`config.mk`:
```
export PLATFORM = sky130hd
export DESIGN_NAME = multicycle_main_controller
export DESIGN_NICKNAME = d
export VERILOG_FILES = /design/src/rtl/multicycle_main_controller.sv
export SDC_FILE = /design/constraint.sdc
export NUM_CORES = 1
export LEC_CHECK = 0
export CORE_MARGIN = 4
export CORE_UTILIZATION = 30
export CTS_CLUSTER_SIZE = 30
export DETAILED_ROUTE_END_ITERATION = 7
export PLACE_DENSITY = 0.63
export SYNTH_ARGS = -nofsm -noshare
export SYNTH_HDL_FRONTEND = slang
export SYNTH_SLANG_ARGS = --single-unit
```
`constraint.sdc`:
```
create_clock -name clk -period 1.3 [get_ports clk]
set_input_delay 0.13 -clock clk [delete_from_list [all_inputs] [get_ports clk]]
set_output_delay 0.13 -clock clk [all_outputs]
set_load 0.01 [all_outputs]
```
`src/rtl/multicycle_main_controller.sv`:
```
// ---------------------------------------------------------------------------
// multicycle_main_controller
//
// Moore-FSM main control unit for the multi-cycle MIPS datapath. Each
// instruction steps through FETCH / DECODE / EXECUTE / MEMORY / WRITEBACK
// states. The FSM stalls in FETCH, MEMRD and MEMWR until the shared memory
// signals ready. Unsupported opcodes raise a one-cycle illegal_op pulse in
// DECODE, and the FSM then returns to FETCH.
//
// Parameters
//   OPCODE_W  opcode field width
//   ALUOP_W   alu_op width (>=2). Bits above bit 1 are always zero.
//   BNE_EN    1: opcode 000101 decodes as BNE. 0: it is treated as illegal.
//
// Ports
//   clk, rst                  rising-edge clock, synchronous active-high reset
//   opcode                    instr[31:26] from the instruction register
//   mem_ready                 memory completes the current access this cycle
//   pc_write/branch/branch_ne PC load: unconditional, on zero, on not-zero
//   i_or_d                    memory address select (0 PC, 1 ALUOut)
//   mem_read/mem_write        memory request strobes
//   ir_write                  instruction register load
//   mem_to_reg/reg_dst        writeback source and destination selects
//   reg_write                 register file write
//   alu_src_a/alu_src_b       ALU operand selects
//   alu_op                    00 add, 01 sub, 10 funct-decoded
//   pc_src                    00 ALU, 01 ALUOut, 10 jump target
//   illegal_op                pulse on an unsupported opcode
// ---------------------------------------------------------------------------
module multicycle_main_controller #(
    parameter int OPCODE_W = 6,
    parameter int ALUOP_W  = 2,
    parameter bit BNE_EN   = 1'b1
) (
    input  logic                clk,
    input  logic                rst,
    input  logic [OPCODE_W-1:0] opcode,
    input  logic                mem_ready,
    output logic                pc_write,
    output logic                branch,
    output logic                branch_ne,
    output logic                i_or_d,
    output logic                mem_read,
    output logic                mem_write,
    output logic                ir_write,
    output logic                mem_to_reg,
    output logic                reg_dst,
    output logic                reg_write,
    output logic                alu_src_a,
    output logic [1:0]          alu_src_b,
    output logic [ALUOP_W-1:0]  alu_op,
    output logic [1:0]          pc_src,
    output logic                illegal_op
);

    typedef enum logic [3:0] {
        S_FETCH, S_DECODE, S_MEMADR, S_MEMRD, S_MEMWB, S_MEMWR,
        S_EXEC, S_ALUWB, S_ADDIEX, S_ADDIWB, S_BRANCH, S_JUMP
    } state_e;

    localparam logic [OPCODE_W-1:0] OP_R    = OPCODE_W'(6'b000000);
    localparam logic [OPCODE_W-1:0] OP_J    = OPCODE_W'(6'b000010);
    localparam logic [OPCODE_W-1:0] OP_BEQ  = OPCODE_W'(6'b000100);
    localparam logic [OPCODE_W-1:0] OP_BNE  = OPCODE_W'(6'b000101);
    localparam logic [OPCODE_W-1:0] OP_ADDI = OPCODE_W'(6'b001000);
    localparam logic [OPCODE_W-1:0] OP_LW   = OPCODE_W'(6'b100011);
    localparam logic [OPCODE_W-1:0] OP_SW   = OPCODE_W'(6'b101011);

    localparam logic [ALUOP_W-1:0] ALU_ADD   = '0;
    localparam logic [ALUOP_W-1:0] ALU_SUB   = ALUOP_W'(2'b01);
    localparam logic [ALUOP_W-1:0] ALU_FUNCT = ALUOP_W'(2'b10);

    state_e state_q, state_d;
    logic   is_beq, is_bne, dec_illegal;

    // A disabled BNE is simply not recognised, so it falls into the illegal path.
    assign is_beq = (opcode == OP_BEQ);
    assign is_bne = BNE_EN && (opcode == OP_BNE);

    // Next-state logic
    always_comb begin
        // NOTE: every variable gets a default before the case; a path that leaves one unassigned infers a latch.
        state_d     = state_q;
        dec_illegal = 1'b0;
        case (state_q)
            S_FETCH:  if (mem_ready) state_d = S_DECODE;
            S_DECODE: begin
                if (opcode == OP_LW || opcode == OP_SW) state_d = S_MEMADR;
                else if (opcode == OP_R)                state_d = S_EXEC;
                else if (opcode == OP_ADDI)             state_d = S_ADDIEX;
                else if (is_beq || is_bne)              state_d = S_BRANCH;
                else if (opcode == OP_J)                state_d = S_JUMP;
                else begin
                    state_d     = S_FETCH;
                    dec_illegal = 1'b1;
                end
            end
            // The IR holds the instruction, so opcode still selects lw or sw here.
            S_MEMADR: state_d = (opcode == OP_SW) ? S_MEMWR : S_MEMRD;
            S_MEMRD:  if (mem_ready) state_d = S_MEMWB;
            S_MEMWR:  if (mem_ready) state_d = S_FETCH;
            S_EXEC:   state_d = S_ALUWB;
            S_ADDIEX: state_d = S_ADDIWB;
            default:  state_d = S_FETCH;  // MEMWB, ALUWB, ADDIWB, BRANCH, JUMP
        endcase
    end

    always_ff @(posedge clk) begin
        // NOTE: sequential state uses non-blocking assignment so all flops update together at the edge.
        if (rst) state_q <= S_FETCH;
        else     state_q <= state_d;
    end

    // The outputs are decoded from state_q. In FETCH, pc_write and ir_write
    // also depend on mem_ready. All outputs are forced to zero during reset,
    // so no write strobe can fire on the reset cycle.
    always_comb begin
        pc_write   = 1'b0;
        branch     = 1'b0;
        branch_ne  = 1'b0;
        i_or_d     = 1'b0;
        mem_read   = 1'b0;
        mem_write  = 1'b0;
        ir_write   = 1'b0;
        mem_to_reg = 1'b0;
        reg_dst    = 1'b0;
        reg_write  = 1'b0;
        alu_src_a  = 1'b0;
        alu_src_b  = 2'b00;
        alu_op     = ALU_ADD;
        pc_src     = 2'b00;
        illegal_op = 1'b0;
        if (!rst) begin
            case (state_q)
                S_FETCH: begin
                    mem_read  = 1'b1;
                    alu_src_b = 2'b01;
                    pc_write  = mem_ready;
                    ir_write  = mem_ready;
                end
                S_DECODE: begin
                    alu_src_b  = 2'b11;
                    illegal_op = dec_illegal;
                end
                S_MEMADR, S_ADDIEX: begin
                    alu_src_a = 1'b1;
                    alu_src_b = 2'b10;
                end
                S_MEMRD: begin
                    i_or_d   = 1'b1;
                    mem_read = 1'b1;
                end
                S_MEMWB: begin
                    reg_write  = 1'b1;
                    mem_to_reg = 1'b1;
                end
                S_MEMWR: begin
                    i_or_d    = 1'b1;
                    mem_write = 1'b1;
                end
                S_EXEC: begin
                    alu_src_a = 1'b1;
                    alu_op    = ALU_FUNCT;
                end
                S_ALUWB: begin
                    reg_write = 1'b1;
                    reg_dst   = 1'b1;
                end
                S_ADDIWB: reg_write = 1'b1;
                S_BRANCH: begin
                    alu_src_a = 1'b1;
                    alu_op    = ALU_SUB;
                    pc_src    = 2'b01;
                    branch    = is_beq;
                    branch_ne = is_bne;
                end
                S_JUMP: begin
                    pc_src   = 2'b10;
                    pc_write = 1'b1;
                end
                default: ;
            endcase
        end
    end

endmodule

```
Word level (Yosys, flattened, before mapping)
Cells that the tools add are included.
{"block": "word_totals", "regBits": 4, "in_bits": 9, "out_inout_bits": 18}
{"block": "classes", "n_eq_ne": 20, "muxes": 45, "n_reduce_logical": 10}
{"operator": "$mux W4", "n": 8}
{"operator": "$mux W1", "n": 28}
{"operator": "$pmux W4 S7", "n": 1}
{"operator": "$eq A4 B3 Y1 const B", "n": 4}
{"operator": "$eq A4 B4 Y1 const B", "n": 4}
{"operator": "$eq A6 B3 Y1 const B", "n": 2}
{"operator": "$eq A6 B6 Y1 const B", "n": 2}
{"operator": "$eq A4 B2 Y1 const B", "n": 2}
{"operator": "$pmux W2 S2", "n": 2}
{"operator": "$eq A6 B2 Y1 const B", "n": 1}
{"operator": "$eq A6 B4 Y1 const B", "n": 1}
{"operator": "$logic_not A6 Y1", "n": 1}
{"operator": "$mux W2", "n": 3}
{"operator": "$ne A2 B2 Y1 const B", "n": 3}
{"operator": "$pmux W2 S3", "n": 1}
{"operator": "$reduce_or A2 Y1", "n": 3}
{"operator": "$eq A4 B1 Y1 const B", "n": 1}
{"operator": "$logic_not A4 Y1", "n": 1}
{"operator": "$reduce_or A4 Y1", "n": 1}
{"operator": "$mux W3", "n": 1}
{"operator": "$reduce_and A3 Y1", "n": 1}
{"operator": "$reduce_or A3 Y1", "n": 1}
{"operator": "$logic_or A1 B1 Y1", "n": 2}
{"operator": "$pmux W1 S2", "n": 1}

Logic depth before layout (Yosys ltp)
{"block": "depth", "depth_word": 8, "ltp_mapped": 6}

Least setup slack after synthesis
No wires, ideal clock.
{"block": "synth_path", "path_kind": "reg2out", "start": "register state_q[2]", "end": "output branch_ne", "arrival_ps": 1498, "required_ps": 1170, "setup_slack_ps": -328, "stages_incl_launch_ff": 5, "path_cell_list": "dfxtp_1 > buf_2 > nor4_1 > nand3_1 > nor3b_1"}
{"block": "synth_between", "elab_chain_len": 3}
{"item": "start, declared", "line_no": "73", "source": "state_e state_q, state_d;"}
{"item": "start signal, assigned", "line_no": "111", "source": "else state_q <= state_d;"}
{"item": "$eq A4 B4 Y1", "line_no": "134", "source": "case (state_q)"}
{"item": "$mux W1", "line_no": "134"}
{"item": "$mux W1", "line_no": "133", "source": "if (!rst) begin"}
{"item": "end, declared", "line_no": "41", "source": "output logic branch_ne,"}
No other way between the ends.

Final worst setup path
{"block": "layout_path", "start": "register state_q[1]", "end": "output illegal_op"}
{"block": "layout_between", "elab_chain_len": 3}
{"item": "$eq A4 B1 Y1", "line_no": "85, 134"}
{"item": "$mux W1", "line_no": "134"}
{"item": "$mux W1", "line_no": "133"}
{"item": "end, declared", "line_no": "53", "source": "output logic illegal_op"}
No other way between the ends.

==> metrics.md <==
| Metric | Value |
|---|---|
| Run status | `finished, violations left` |
| Failing checks | `negative setup slack` |
| Initial antenna violation count | `0` |
| Initial DRC count | `18` |
| TritonCTS clock tree | `yes` |
| Synthesized Nets | `103` |
| Slew Limit Fails | `0` |
| Power, Total | `around 0.00075 W` |
| Max reg flops | `4` |
| Crit-path max cell delay | `0.38 ns` |
| Top-Level Pins | `27` |
| CP required | `between 1 and 1.5 ns` |
| Clk sink count | `4` |
| Synth cell types | `44` |
| Overall routing resource usage | `between 20% and 30%` |
| Critical-path maximum fanout | `3` |
| Vias in the first global route | `1088` |
| Mapped Cells | `94` |
| First-pass GRT wire length | `4650 um` |
| Worst Setup Slack, final | `-0.387 ns` |
| Via/cell ratio | `5.43` |
| Final setup skew | `0.00187 ns` |
| Critical Path Slowest Stage Cell | `or3_4` |
| Root buf cell | `clkbuf_4` |
| Drt pass-1 iters | `4` |
| Leakage power | `0.764 nW` |
| Seq/Total Area, Yosys | `about 12%` |
| Number of warnings issued by yosys | `0` |
| Final HPWL DP | `1710 um` |
| Antenna viol nets, final | `0` |
| Most frequent cells in the layout | `buf_4 (41), buf_6 (24), buf_2 (16), dlygate4sd2_1 (6)` |
| WL final | `3460 um` |
| Gp weighted congestion | `0.835` |
| Pre-CTS WS | `-0.846 ns` |
| Fin nets | `188` |
| Largest regs | `state_q x4` |
| Proportion of layout cells with a drive suffix above 1 | `72.3%` |
| Post-synth EDFFs | `0` |
| Starting Density | `roughly 32%` |
| Peak Freq | `593 MHz` |
| WL/cell | `17.0 um` |
| Overflow after GRT | `0` |
| Htree depth | `1` |
| Arrival time worst endpoint | `1.56 ns` |
| Critical path cell sequence | `or3_4 -> nor3b_4 -> o31ai_2 -> nor2b_1 -> buf_2` |
| Die area | `0.00297 mm2` |
| Antenna fix cells | `0` |
| Via count | `~1100` |
| Die W | `54.5 um` |
| Main flop type after synthesis | `dfxtp_1` |
| VDD IR max | `around 0.46 mV` |
| Row count | `16` |
| Power Dens Cells | `451 mW/mm2` |
| Leading cell type in the layout, fill and taps excluded | `buf_4` |
| Final setup viols | `22` |
| Min cycle time layout | `1.69 ns` |
| Critical path class | `reg2out` |
| Post-route clock period utilization | `130%` |
| Cts hold-fix bufs | `0` |
| FILL cells | `120` |
| Startpoint Class | `flop` |
| Worst Setup End Kind | `output pin` |
| Syn avg cell area | `6.89 um2` |
| Hold crit path type | `in2reg` |
| RSZ-0062 raised after global routing | `yes` |
| Non-Filler Instances | `just over 200` |
| Largest net degree at the start of global routing | `11` |
| Final hold slack | `0.414 ns` |
| DRC | `0` |
| Inst Count DP | `174` |
| Max_cap viols | `0` |
| Clk_lat worst skew | `0.25 ns` |
| Synth async-reset ratio | `0%` |
| Final setup TNS | `-5.20 ns` |
| Normalized max-slew margin | `80.8%` |
| Clock transition at path regs | `0.04 ns` |
| Total CTS buffers | `3` |
| Final Hold Fails | `0` |
| Core box area | `between 0.002 and 0.0025 mm2` |
| Longest Clk Path Bufs | `2` |
| Register bit total from synthesis | `4` |
| # port buffers | `26` |
| Least-Margin Pin Slew | `0.287 ns` |
| Layout area overhead | `156%` |
| Die height | `roughly 54 um` |
| Synthesized cell area | `648 um2` |
| Top reg by flops | `state_q` |
[path summary, 6_finish.rpt]
path | start | end | slack, ns | cells after the start
min reg2reg | state_q[2]$_SDFFE_PP0P_ | state_q[2]$_SDFFE_PP0P_ | 0.68 | 2
min | opcode[5] | state_q[3]$_SDFFE_PP0P_ | 0.41 | 3
max reg2reg | state_q[1]$_SDFFE_PP0P_ | state_q[0]$_SDFFE_PP0P_ | -0.22 | 9
max | state_q[1]$_SDFFE_PP0P_ | illegal_op | -0.39 | 5
[power by group]
group	switching, W	internal, W
Combinational	0.000204	0.000236
Sequential	0.0000134	0.000128
Clock	0.0000635	0.000104
[worst max-delay path, delay by kind of cell, from the launching register on]
family	cells	cell delay, ns
buffers and inverters	1	0.14
and+or+nand+nor	3	0.74
AOI/OAI and AO/OA	1	0.11
DFF	1	0.32
[cell families (layout without fill, tap and decap cells)]
kind of cell	after synthesis	after routing	share of synthesized area [%]
flip-flops	4	4	12.4
AND/OR/NAND/NOR	53	53	50.0
AO/OA/AOI/OAI	21	21	22.4
multiplexers	2	2	3.28
buffers and inverters	12	95	9.27
XOR/XNOR	2	2	2.70
[area by class of cell]
class	instances	area (um2)	area share, %
sequential	4	92.6	5.57
inverter	2	7.51	0.452
timing repair buffer	90	751	45.2
multi-input combinational	78	754	45.4
clock buffer	3	22.5	1.36
tap	27	33.8	2.03
[cell usage after synthesis (2+ instances only)]
cell / n / share of area [%]
nor2_1: 10 / 5.8
nor3_1: 8 / 6.2
buf_2: 6 / 4.6
nor2b_1: 5 / 4.8
a21oi_1: 4 / 3.1
dfxtp_1: 4 / 12
nand2_1: 4 / 2.3
nor3b_1: 4 / 4.6
nor4_1: 4 / 3.9
nand3_1: 3 / 2.3
and3_1: 2 / 1.9
clkbuf_1: 2 / 1.2
inv_1: 2 / 1.2
nand2b_1: 2 / 1.9
o21ai_0: 2 / 1.5
o21ai_1: 2 / 1.5
o31ai_1: 2 / 2.3
xor2_1: 2 / 2.7
[per-stage QoR]
stage	cell area [um2]	utilization, %
final	1660	83.0
after detailed placement	1200	59.8
after floorplan	679	-
after global placement	1200	59.8
after global routing	1660	83.0
after CTS	1480	73.8
[metal layers]
layer	GRT usage (%)	vias to the layer above	part of all wire, %
li1	-	520	-
met5	0	-	0
met3	1.36	16	5.2
met2	41.8	58	51
met4	10.4	0	3.7
met1	22.5	513	40
[repair_timing]
action,in CTS,in global routing
gates resized for setup,129,31
cloned,0,0
pin swaps,15,20
hold endpoints to repair,0,0
setup endpoints to repair,22,22
buffers inserted,19,10
Power figures use the tool's default switching activity.
